<file path="config.mk">
export PLATFORM = sky130hd
export DESIGN_NAME = dot_product_sequencer_flat
export DESIGN_NICKNAME = d
export VERILOG_FILES = /design/src/rtl/dot_product_sequencer_if.sv /design/src/rtl/dot_product_sequencer.sv /design/src/flat_wrapper.sv
export SDC_FILE = /design/constraint.sdc
export NUM_CORES = 1
export LEC_CHECK = 0
export CAP_MARGIN = 40
export CORE_AREA = 2 2 215 217
export DETAILED_ROUTE_END_ITERATION = 7
export DIE_AREA = 0 0 217 219
export HOLD_SLACK_MARGIN = 0.12
export PLACE_DENSITY = 0.5
export SLEW_MARGIN = 20
export SYNTH_ARGS = -nofsm -noshare
export SYNTH_HDL_FRONTEND = slang
export SYNTH_SLANG_ARGS = --single-unit
</file>
<file path="constraint.sdc">
create_clock -name clk -period 11.85 [get_ports clk]
set_input_delay 2.37 -clock clk [delete_from_list [all_inputs] [get_ports clk]]
set_output_delay 2.37 -clock clk [all_outputs]
set_load 0.03 [all_outputs]
</file>
<file path="src/rtl/dot_product_sequencer_if.sv">
// ---------------------------------------------------------------------------
// dot_product_sequencer_if : input, weight, dot-unit and result buses (rev 1.0)
// ---------------------------------------------------------------------------
`default_nettype none

interface dot_product_sequencer_if #(
  parameter int W = 16
);
  logic                in_valid;
  logic                in_ready;
  logic signed [W-1:0] in_data [0:7];

  logic [2:0]          w_addr;
  logic signed [W-1:0] w_data [0:7];

  logic                dp_rst;
  logic signed [W-1:0] dp_a [0:7];
  logic signed [W-1:0] dp_b [0:7];
  logic signed [W-1:0] dp_out;
  logic                dp_valid;

  logic                out_valid;
  logic                out_ready;
  logic signed [W-1:0] out_data;
  logic [2:0]          out_idx;
  logic                out_last;

  modport master (
    input  in_valid, in_data, w_data, dp_out, dp_valid, out_ready,
    output in_ready, w_addr, dp_rst, dp_a, dp_b, out_valid, out_data, out_idx, out_last
  );

  modport slave (
    output in_valid, in_data, w_data, dp_out, dp_valid, out_ready,
    input  in_ready, w_addr, dp_rst, dp_a, dp_b, out_valid, out_data, out_idx, out_last
  );
endinterface

`default_nettype wire

</file>
<file path="src/rtl/dot_product_sequencer.sv">
// ---------------------------------------------------------------------------
// dot_product_sequencer : runs one input vector against K weight rows (rev 1.0)
// ---------------------------------------------------------------------------
`default_nettype none

module dot_product_sequencer #(
  parameter int W       = 16,
  parameter int K       = 4,
  parameter int TIMEOUT = 15
) (
  input  logic                    clk,
  input  logic                    rst,
  dot_product_sequencer_if.master bus,
  output logic                    busy,
  output logic                    err
);

  localparam int              WD_W     = (TIMEOUT < 2) ? 1 : $clog2(TIMEOUT);
  localparam logic [WD_W-1:0] WD_LIMIT = WD_W'(TIMEOUT - 1);
  localparam logic [2:0]      LAST_ROW = 3'(K - 1);

  typedef enum logic [2:0] {
    S_IDLE  = 3'd0,
    S_FETCH = 3'd1,
    S_LOAD  = 3'd2,
    S_RUN   = 3'd3,
    S_EMIT  = 3'd4
  } state_t;

  state_t              state_q, state_d;
  logic [2:0]          row_q, row_d;
  logic [2:0]          w_addr_q, w_addr_d;
  logic signed [W-1:0] x_q [0:7];
  logic signed [W-1:0] x_d [0:7];
  logic signed [W-1:0] w_q [0:7];
  logic signed [W-1:0] w_d [0:7];
  logic [WD_W-1:0]     wd_q, wd_d;
  logic                dp_rst_q, dp_rst_d;
  logic signed [W-1:0] out_data_q, out_data_d;
  logic [2:0]          out_idx_q, out_idx_d;
  logic                out_last_q, out_last_d;
  logic                err_q, err_d;

  always_ff @(posedge clk or posedge rst) begin
    if (rst) begin
      state_q    <= S_IDLE;
      row_q      <= '0;
      w_addr_q   <= '0;
      x_q        <= '{default: '0};
      w_q        <= '{default: '0};
      wd_q       <= '0;
      dp_rst_q   <= 1'b1;
      out_data_q <= '0;
      out_idx_q  <= '0;
      out_last_q <= 1'b0;
      err_q      <= 1'b0;
    end else begin
      state_q    <= state_d;
      row_q      <= row_d;
      w_addr_q   <= w_addr_d;
      x_q        <= x_d;
      w_q        <= w_d;
      wd_q       <= wd_d;
      dp_rst_q   <= dp_rst_d;
      out_data_q <= out_data_d;
      out_idx_q  <= out_idx_d;
      out_last_q <= out_last_d;
      err_q      <= err_d;
    end
  end

  // dp_rst is registered, so it is high exactly during LOAD and RUN never
  // sees the dot unit's previous-row valid.
  always_comb begin
    state_d    = state_q;
    row_d      = row_q;
    w_addr_d   = w_addr_q;
    x_d        = x_q;
    w_d        = w_q;
    wd_d       = wd_q;
    dp_rst_d   = 1'b0;
    out_data_d = out_data_q;
    out_idx_d  = out_idx_q;
    out_last_d = out_last_q;
    err_d      = err_q;

    case (state_q)
      S_IDLE: begin
        if (bus.in_valid) begin
          x_d      = bus.in_data;
          row_d    = 3'd0;
          w_addr_d = 3'd0;
          err_d    = 1'b0;
          state_d  = S_FETCH;
        end
      end
      S_FETCH: begin
        w_d      = bus.w_data;
        dp_rst_d = 1'b1;
        state_d  = S_LOAD;
      end
      S_LOAD: begin
        wd_d    = '0;
        state_d = S_RUN;
      end
      S_RUN: begin
        if (bus.dp_valid) begin
          out_data_d = bus.dp_out;
          out_idx_d  = row_q;
          out_last_d = (row_q == LAST_ROW);
          state_d    = S_EMIT;
        end else if (wd_q == WD_LIMIT) begin
          err_d   = 1'b1;
          state_d = S_IDLE;
        end else begin
          wd_d = wd_q + 1'b1;
        end
      end
      S_EMIT: begin
        if (bus.out_ready) begin
          if (row_q == LAST_ROW) begin
            state_d = S_IDLE;
          end else begin
            row_d    = row_q + 3'd1;
            w_addr_d = row_q + 3'd1;
            state_d  = S_FETCH;
          end
        end
      end
      default: state_d = S_IDLE;
    endcase
  end

  assign bus.in_ready  = (state_q == S_IDLE);
  assign bus.w_addr    = w_addr_q;
  assign bus.dp_rst    = dp_rst_q;
  assign bus.dp_a      = x_q;
  assign bus.dp_b      = w_q;
  assign bus.out_valid = (state_q == S_EMIT);
  assign bus.out_data  = out_data_q;
  assign bus.out_idx   = out_idx_q;
  assign bus.out_last  = out_last_q;
  assign busy          = (state_q != S_IDLE);
  assign err           = err_q;

endmodule

`default_nettype wire

</file>
<file path="src/flat_wrapper.sv">
// flat-port wrapper written by rule: the top's interface ports become plain ports
module dot_product_sequencer_flat 
#(
  parameter int W       = 16,
  parameter int K       = 4,
  parameter int TIMEOUT = 15
)
  (clk, rst, busy, err, bus_in_valid, bus_in_data, bus_w_data, bus_dp_out, bus_dp_valid, bus_out_ready, bus_in_ready, bus_w_addr, bus_dp_rst, bus_dp_a, bus_dp_b, bus_out_valid, bus_out_data, bus_out_idx, bus_out_last);
  dot_product_sequencer_if #(.W(W)) bus_i ();
  input  logic clk;
  input  logic rst;
  output logic busy;
  output logic err;
  input wire logic [$bits(bus_i.in_valid)-1:0] bus_in_valid;
  input wire logic [$bits(bus_i.in_data)-1:0] bus_in_data;
  input wire logic [$bits(bus_i.w_data)-1:0] bus_w_data;
  input wire logic [$bits(bus_i.dp_out)-1:0] bus_dp_out;
  input wire logic [$bits(bus_i.dp_valid)-1:0] bus_dp_valid;
  input wire logic [$bits(bus_i.out_ready)-1:0] bus_out_ready;
  output wire logic [$bits(bus_i.in_ready)-1:0] bus_in_ready;
  output wire logic [$bits(bus_i.w_addr)-1:0] bus_w_addr;
  output wire logic [$bits(bus_i.dp_rst)-1:0] bus_dp_rst;
  output wire logic [$bits(bus_i.dp_a)-1:0] bus_dp_a;
  output wire logic [$bits(bus_i.dp_b)-1:0] bus_dp_b;
  output wire logic [$bits(bus_i.out_valid)-1:0] bus_out_valid;
  output wire logic [$bits(bus_i.out_data)-1:0] bus_out_data;
  output wire logic [$bits(bus_i.out_idx)-1:0] bus_out_idx;
  output wire logic [$bits(bus_i.out_last)-1:0] bus_out_last;
  assign bus_i.in_valid = bus_in_valid;
  assign bus_i.in_data = {>>{bus_in_data}};
  assign bus_i.w_data = {>>{bus_w_data}};
  assign bus_i.dp_out = bus_dp_out;
  assign bus_i.dp_valid = bus_dp_valid;
  assign bus_i.out_ready = bus_out_ready;
  assign bus_in_ready = bus_i.in_ready;
  assign bus_w_addr = bus_i.w_addr;
  assign bus_dp_rst = bus_i.dp_rst;
  assign bus_dp_a = {>>{bus_i.dp_a}};
  assign bus_dp_b = {>>{bus_i.dp_b}};
  assign bus_out_valid = bus_i.out_valid;
  assign bus_out_data = bus_i.out_data;
  assign bus_out_idx = bus_i.out_idx;
  assign bus_out_last = bus_i.out_last;
  dot_product_sequencer #(.W(W), .K(K), .TIMEOUT(TIMEOUT)) u_core (.clk(clk), .rst(rst), .bus(bus_i), .busy(busy), .err(err));
endmodule
</file>
* Yosys cells after proc, flatten, opt, wreduce, memory -nomap -nowiden *
Cells that the tools add are included.

storage, ports and cells
  flip-flop bits (word level) = 288
  logic and storage cells = 68
  bits of input ports = 277
  output and inout bits = 284

cells by class
  multiplexer cells = 18
  add/sub/neg operators = 2
  equal/unequal tests = 13
  reduce and logical (&&, ||, !) cells = 11

operators with widths
  cell                                                              number
  3-bit 2-to-1 mux                                                  7
  3-bit case mux with 5 select lines                                1
  2-bit != test (second input constant)                             5
  3-bit by 2-bit == test with 1-bit output (second input constant)  3
  4-bit 2-to-1 mux                                                  2
  4-bit case mux with 2 select lines                                1
  4-bit AND reduction                                               2
  3-bit case mux with 2 select lines                                1
  3-bit AND reduction                                               2
  2-bit nonzero test                                                3
  1-bit 2-to-1 mux                                                  5
  4-bit by 1-bit adder with 4-bit output (second input constant)    1
  4-bit == test (second input constant)                             1
  2-bit AND reduction                                               2
  3-bit by 1-bit adder with 3-bit output (second input constant)    1
  3-bit by 1-bit == test with 1-bit output (second input constant)  1
  3-bit == test (second input constant)                             1
  3-bit logical NOT                                                 1
  3-bit by 2-bit != test with 1-bit output (second input constant)  1
  3-bit nonzero test                                                1
  2-bit by 1-bit != test with 1-bit output (second input constant)  1
  1-bit case mux with 2 select lines                                1

* Logic depth before layout (Yosys ltp) *
Gate-level depths: netlist of the first run.

  word-level depth = 4
  mapped depth = 6

* Worst setup path before layout of the first run *
OpenSTA, ideal clock, no wires.

  kind = reg-to-output
  from = register u_core.state_q[0]
  to = output port busy
  path slack = 8.386 ns
  cell stages (with the launch flop) = 4
  path buffers = 1
  arrival time = 1.094 ns
  required time = 9.480 ns
  cells stage by stage = dfrtp_1 > buf_4 > nor3_4 > inv_1

on the way
  longest elaborated chain between the ends = 1

ends and longest elaborated chain
  element                 line                          RTL
  start, declared         dot_product_sequencer.sv:30   state_t state_q, state_d;
  start signal, assigned  dot_product_sequencer.sv:58   state_q <= state_d;
  3-bit nonzero test      dot_product_sequencer.sv:143  assign busy = (state_q != S_IDLE);
  end, declared           flat_wrapper.sv:12            output logic busy;

Every way passes these cells.

* Worst setup path after layout of the first run *
  from = register u_core.state_q[0]
  to = output port bus_out_valid

on the way
  longest elaborated chain between the ends = 1

ends and longest elaborated chain
  element        line                          RTL
  3-bit == test  dot_product_sequencer.sv:139  assign bus.out_valid = (state_q == S_EMIT);
  end, declared  flat_wrapper.sv:25            output wire logic [$bits(bus_i.out_valid)-1:0] bus_out_valid;

Every way passes these cells.

==> results of run 1 <==
## synthesized netlist by cell type
master / number
a21boi_0: 1
a21oi_1: 1
a22o_1: 3
a2bb2oi_1: 1
a31oi_1: 2
and2_4: 1
and3_1: 1
and3b_1: 1
buf_12: 11
buf_2: 3
buf_4: 5
buf_6: 14
clkbuf_1: 3
dfrtp_1: 287
dfstp_2: 1
ha_1: 4
inv_1: 9
mux2_1: 1
mux2_2: 267
mux2_4: 10
nand2_1: 6
nand2b_1: 1
nand3_1: 1
nand3b_1: 1
nand4_1: 2
nand4b_1: 3
nor2_1: 3
nor2b_1: 1
nor3_1: 3
nor3_4: 1
nor3b_1: 1
nor3b_2: 1
o211ai_1: 1
o21ai_0: 7
o221ai_1: 1
o31ai_1: 1
## registers in the layout (all words and copies together) (netlist names)
name and cells:
u_core.bus.dp_a 128, u_core.bus.dp_b 128, u_core.bus.dp_rst 1, u_core.bus.out_data 16, u_core.bus.out_idx 3, u_core.bus.out_last 1
u_core.bus.w_addr 3, u_core.err 1, u_core.state_q 3, u_core.wd_q 4
## how the worst max path moves through the flow
stage / start / endpoint / slack (ns) / cells after the start
after floorplan: rst / u_core.bus.dp_a[0]$_DFFE_PP0P_ / 1.53 / 1
after global placement: bus_in_valid / u_core.bus.dp_a[103]$_DFFE_PP0P_ / 6.69 / 4
after detailed placement: bus_in_valid / u_core.bus.dp_a[32]$_DFFE_PP0P_ / 6.74 / 5
after CTS: u_core.state_q[0]$_DFFE_PP0P_ / bus_out_valid / 7.19 / 4
after global routing: u_core.state_q[0]$_DFFE_PP0P_ / bus_out_valid / 7.11 / 4
final: u_core.state_q[0]$_DFFE_PP0P_ / bus_out_valid / 7.24 / 4
## layout by cell type, fill, tap and decap left out, types with 2 or more instances in the layout
cell type and count:
bufinv_16 2, nand2_1 6, o21ai_0 7, mux2_2 267, nand4_1 2, clkbuf_1 12, nand4b_1 3, buf_4 5
clkinv_2 3, dfrtp_1 287, clkdlybuf4s50_1 560, inv_1 8, mux2_4 10, a31oi_1 2, buf_12 3, buf_16 2
nor2_1 3, nor3_1 3, clkbuf_8 8, clkbuf_16 39, a22o_1 3, ha_1 4
## where the power goes
| part | internal [mW] | leakage, nW | total (mW) | switching, mW |
|---|---|---|---|---|
| combinational | 1.43 | 3.50 | 3.04 | 1.61 |
| clock | 0.698 | 0.601 | 1.14 | 0.437 |
| sequential | 1.48 | 3.43 | 1.75 | 0.270 |
| total | 3.61 | 7.54 | 5.92 | 2.31 |
## area by class of cell
type,instances,area share [%]
well taps,600,4.06
flip-flops and latches,288,38.9
diodes,1,0.0135
repair buffers,570,31.1
multi-input cells,327,19.0
clock inverters,8,0.541
inverters,9,0.223
clock buffers,59,6.11
## worst min-delay path, delay by kind of cell, from the launching register on
| kind | cells | cell delay (ns) |
|---|---|---|
| DFF | 1 | 0.34 |
| AOI/OAI and AO/OA | 1 | 0.06 |
| and+or+nand+nor | 1 | 0.05 |
## metrics by stage
step | cells | util [%] | setup slack, ns | hold slack [ns] | area [um2]
3_3_place_gp | 1790 | 38.1 | 6.69 | 0.465 | 17200
6_report | 1862 | 41.0 | 7.24 | 0.485 | 18500
4_1_cts | 1860 | 41.0 | 7.19 | 0.494 | 18500
5_1_grt | 1862 | 41.0 | 7.11 | 0.511 | 18500
3_5_place_dp | 1793 | 38.3 | 6.74 | 0.479 | 17200
2_1_floorplan | 660 | - | 1.53 | 0.532 | 11200
## kinds of logic (layout without fill, tap and decap cells)
group                      after synthesis  count (layout)
buffers and inverters                   45             646
adders and majority gates                4               4
other                                    0               1
AOI/OAI and AO/OA                       18              18
and+or+nand+nor                         27              27
DFF                                    288             288
muxes                                  278             278
## routing by layer
layer / global-route usage [%] / wire length (um) / up-vias
met1: 16.8 / 13800 / 3789
met2: 24.6 / 17600 / 343
met5: 0 / 0 / -
met4: 4.93 / 721 / 0
li1: - / - / 3492
met3: 6.15 / 3640 / 48
==> impl_metrics.yaml, run 1 <==
routing:
  first_pass_iters: 4
  wl_per_cell_um: 19.2
  wl_um: 35800
  ant_nets: 0
  drt_iter0_markers: 225
  vias_per_cell: 4.12
  dr_total_vias: 7672
  drc: 0
cells_and_area:
  drive_gt1_share_pct: 27.5
  nFillCells: 4273
  register_area_mm2: 0.00721
  multi_input_area_mm2: 0.00352
  fin_nets: 1514
  syn_to_final_growth_pct: 65.3
synth:
  synth-xor-area-share_pct: 0
  yosys_warnings: 0
  yosys.area_share.simple_pct: 1.54
  syn_inst: 660
  synth_area_per_cell_um2: 17.0
  synth_area_mm2: 0.0112
  synth.area.top_cells: "dfrtp_1 (64%), mux2_2 (27%), buf_12 (2.0%), buf_6 (1.4%), mux2_4 (1.3%)"
  ys_types: 36
  muxShareOfSynthArea_pct: 28.3
  yosys.area.top_type_share_pct: 64.2
  synth_fp_nets: 941
  synth_fa_ha_area_share_pct: 0.447
  synth_top_area_cell: "dfrtp_1"
  synth-compound-area-share_pct: 1.06
  seq_area_frac_synth_pct: 64.4
  synth_top_family_by_area: "multiplexers"
  ys_ff_latch: 288
global_route:
  grt_pass1_wl_um: 52600
  grt_pass1_vias: 8261
  antenna_found_initial: 2
  grt_max_degree: 161
  grt_use_total_pct: 14.7
  grt-ovfl-total: 0
worst_setup_path:
  end_kind: "output pin"
  crit_slowest_cell: "clkdlybuf4s50_1"
  r2r_slack_ns: 9.06
  max_stage_delay_ns: 0.68
  crit_chain: "nor2_1, nand2_1, inv_1, clkdlybuf4s50_1"
  r2r_cells: 6
  critPathMaxFanout: 17
  timing.rr.end: "u_core.bus.dp_a[59]$_DFFE_PP0P_"
  critPathBufInv: 2
  worstReg2RegStart: "u_core.state_q[0]$_DFFE_PP0P_"
  cp_top_family: "buffers and inverters"
  crit_type: "flop to output pin"
  arrival_ns: 2.24
  start_kind: "flop"
  cp.required_ns: 9.48
worst_hold_path:
  worstHoldStart: "u_core.bus.out_idx[2]$_DFFE_PP0P_"
  holdPathStages: 2
  hold_path.class: "flop to flop"
  min_to: "u_core.bus.out_idx[2]$_DFFE_PP0P_"
place:
  place_congestion: 0.773
  hpwl_um: 26400
  io_buffers: 560
floorplanning:
  start_util_pct: 24.8
  core_region_area_mm2: 0.0451
  rows: 78
  die_area_mm2: 0.0475
  die_w_um: 217
  die_height_um: 219
  io_pins: 561
clock_network:
  cts_sinks: 288
  insertion_delay_ns: 0.53
  hold_buffers: 0
  clockRootBuffer: "clkbuf_16"
  clockBufferDepth: 3
  cts_tree: "yes"
  htree_levels: 2
  cts_inserted_buffers: 37
  cts_setup_buffers: 0
  path_clk_slew_ns: 0.05
  postCtsResizedCells: 0
timing:
  fin_crit_ns: 4.61
  hold_violations: 0
  finalSetupTns_ns: 0
  rsz0062_at_grt: "no"
  skew_ns: 0.00800
  drv_slew: 0
  fin_crit_sh_pct: 38.9
  slew_headroom_pct: 38.3
  worst_pin_slew_ns: 0.925
  finalSetupViolCount: 0
  max_freq_ghz: 0.217
job:
  cap_viol_max_count: 0
outcome:
  status: "completed"
pwr:
  finalPower_mw: 5.92
  irDropWorstVdd_mv: 0.170
  power_density_mw_per_mm2: 320
  cellLeakagePower_nw: 7.54
(Power assumes the default switching activity.)
==> run 2, diff against run 1 <==
- CORE_AREA: 2 2 215 217 -> 2 2 220 222
- DIE_AREA: 0 0 217 219 -> 0 0 222 224
- clock period: 11.85 -> 4 ns (I/O delays scaled with it)
==> run 2 against run 1 <==
Clock skew increased by 0.017 ns. Hold slack improved by 0.016 ns. Die area increased by 4.6%. Clock power increased to 3.1 times the previous value.
==> impl_metrics.yaml, run 2 (synthesis gave the netlist of run 1 again) <==
clock_network:
  cts_tree: "yes"
  clockRootBuffer: "clkbuf_16"
  cts_setup_buffers: 0
  htree_levels: 2
  hold_buffers: 0
  postCtsResizedCells: 0
  path_clk_slew_ns: 0.06
  insertion_delay_ns: 0.54
  cts_inserted_buffers: 36
  cts_sinks: 288
  clockBufferDepth: 3
cells_and_area:
  drive_gt1_share_pct: 28.4
  mostFrequentLayoutCells: "clkdlybuf4s50_1 (560), dfrtp_1 (287), mux2_2 (267)"
  nFillCells: 4559
  design_area_mm2: 0.0187
  multi_input_area_mm2: 0.00352
  syn_to_final_growth_pct: 66.7
  mostFrequentLayoutCell: "clkdlybuf4s50_1"
  diodes: 0
  fin_nets: 1522
  register_area_mm2: 0.00721
global_route:
  antenna_found_initial: 4
  grt_max_degree: 130
  grt_pass1_wl_um: 53100
  grt_use_total_pct: 14.0
  grt-ovfl-total: 0
  grt_pass1_vias: 8366
routing:
  first_pass_iters: 4
  vias_per_cell: 4.08
  wl_per_cell_um: 18.8
  drc: 0
  dr_total_vias: 7681
  wl_um: 35400
  drt_iter0_markers: 234
  ant_nets: 0
timing:
  drv_slew: 0
  max_freq_ghz: 0.328
  hold_violations: 0
  rsz0062_at_grt: "no"
  hold_slack_ns: 0.501
  slew_headroom_pct: 47.7
  finalSetupTns_ns: 0
  fin_crit_sh_pct: 76.3
  finalSetupViolCount: 0
  fin_crit_ns: 3.05
  worst_pin_slew_ns: 0.785
  skew_ns: 0.0252
worst_setup_path:
  crit_chain: "nor2_1, nand2_1, inv_1, clkdlybuf4s50_1"
  end_kind: "output pin"
  r2r_slack_ns: 1.57
  r2r_cells: 4
  crit_type: "flop to output pin"
  worstReg2RegStart: "u_core.state_q[0]$_DFFE_PP0P_"
  timing.rr.end: "u_core.bus.dp_a[92]$_DFFE_PP0P_"
  start_kind: "flop"
  cp.required_ns: 3.20
  max_stage_delay_ns: 0.67
  crit_slowest_cell: "clkdlybuf4s50_1"
  cp-startpoint: "u_core.state_q[0]$_DFFE_PP0P_"
  crit_path_end: "bus_out_valid"
  critPathMaxFanout: 17
  arrival_ns: 2.25
place:
  hpwl_um: 26600
  place_congestion: 0.750
  io_buffers: 560
  place_area_mm2: 0.0174
worst_hold_path:
  hold_path.class: "flop to flop"
  worstHoldStart: "u_core.bus.out_data[1]$_DFFE_PP0P_"
  holdPathStages: 1
outcome:
  status: "completed"
job:
  cap_viol_max_count: 0
pwr:
  cellLeakagePower_nw: 7.61
  irDropWorstVdd_mv: 0.421
  finalPower_mw: 17.7
  power_density_mw_per_mm2: 950
floorplanning:
  die_area_mm2: 0.0497
  core_region_area_mm2: 0.0473
  io_pins: 561
  start_util_pct: 23.6
  rows: 80
  die_w_um: 222
  die_height_um: 224
## run 2: cell types whose count changed in the layout (fill, tap and decap cells not counted), sizes merged
| cell | change |
|---|---|
| clkinv | +1 |
| bufinv | +5 |
| clkbuf | -9 |
| clkinvlp | +1 |
| buf | +9 |
| diode | -1 |
## run 2: report_power, final
group | switching (mW) | internal, mW
clock network | 1.30 | 2.28
logic | 4.74 | 4.24
registers | 0.780 | 4.39
total | 6.82 | 10.9
## run 2: area by class of cell
class	count	share of cell area, %
sequential	288	38.6
timing repair buffer	579	31.2
multi-input combinational	327	18.8
clock buffer	50	5.60
tap	615	4.12
clock inverter	15	1.41
inverter	9	0.201
## run 2: worst min-delay path by stage
stage | to
floorplan | u_core.wd_q[1]$_DFFE_PP0P_
global placement | u_core.bus.out_idx[2]$_DFFE_PP0P_
detailed placement | u_core.bus.dp_b[52]$_DFFE_PP0P_
CTS | u_core.bus.out_data[1]$_DFFE_PP0P_
global route | u_core.bus.dp_b[98]$_DFFE_PP0P_
finish | u_core.bus.out_data[1]$_DFFE_PP0P_
## run 2: stage by stage
step	setup WS, ns	utilization (%)	std cells
floorplan	-0.618	-	660
global placement	1.23	36.6	1817
detailed placement	1.17	36.7	1818
CTS	0.882	39.4	1883
global route	0.775	39.4	1883
finish	0.949	39.4	1883
## run 2: routing by layer
layer / track usage [%] / wire length, um / up-vias
met3: 6.23 / 3550 / 52
li1: - / - / 3503
met4: 4.29 / 752 / 6
met1: 15.4 / 13100 / 3792
met2: 24.4 / 17900 / 328
met5: 0 / 39 / -
## run 2: critical path: cells and delay by family (launching register included)
family	cells	cell delay, ns
and+or+nand+nor	2	0.35
DFF	1	0.59
buffers and inverters	2	0.76
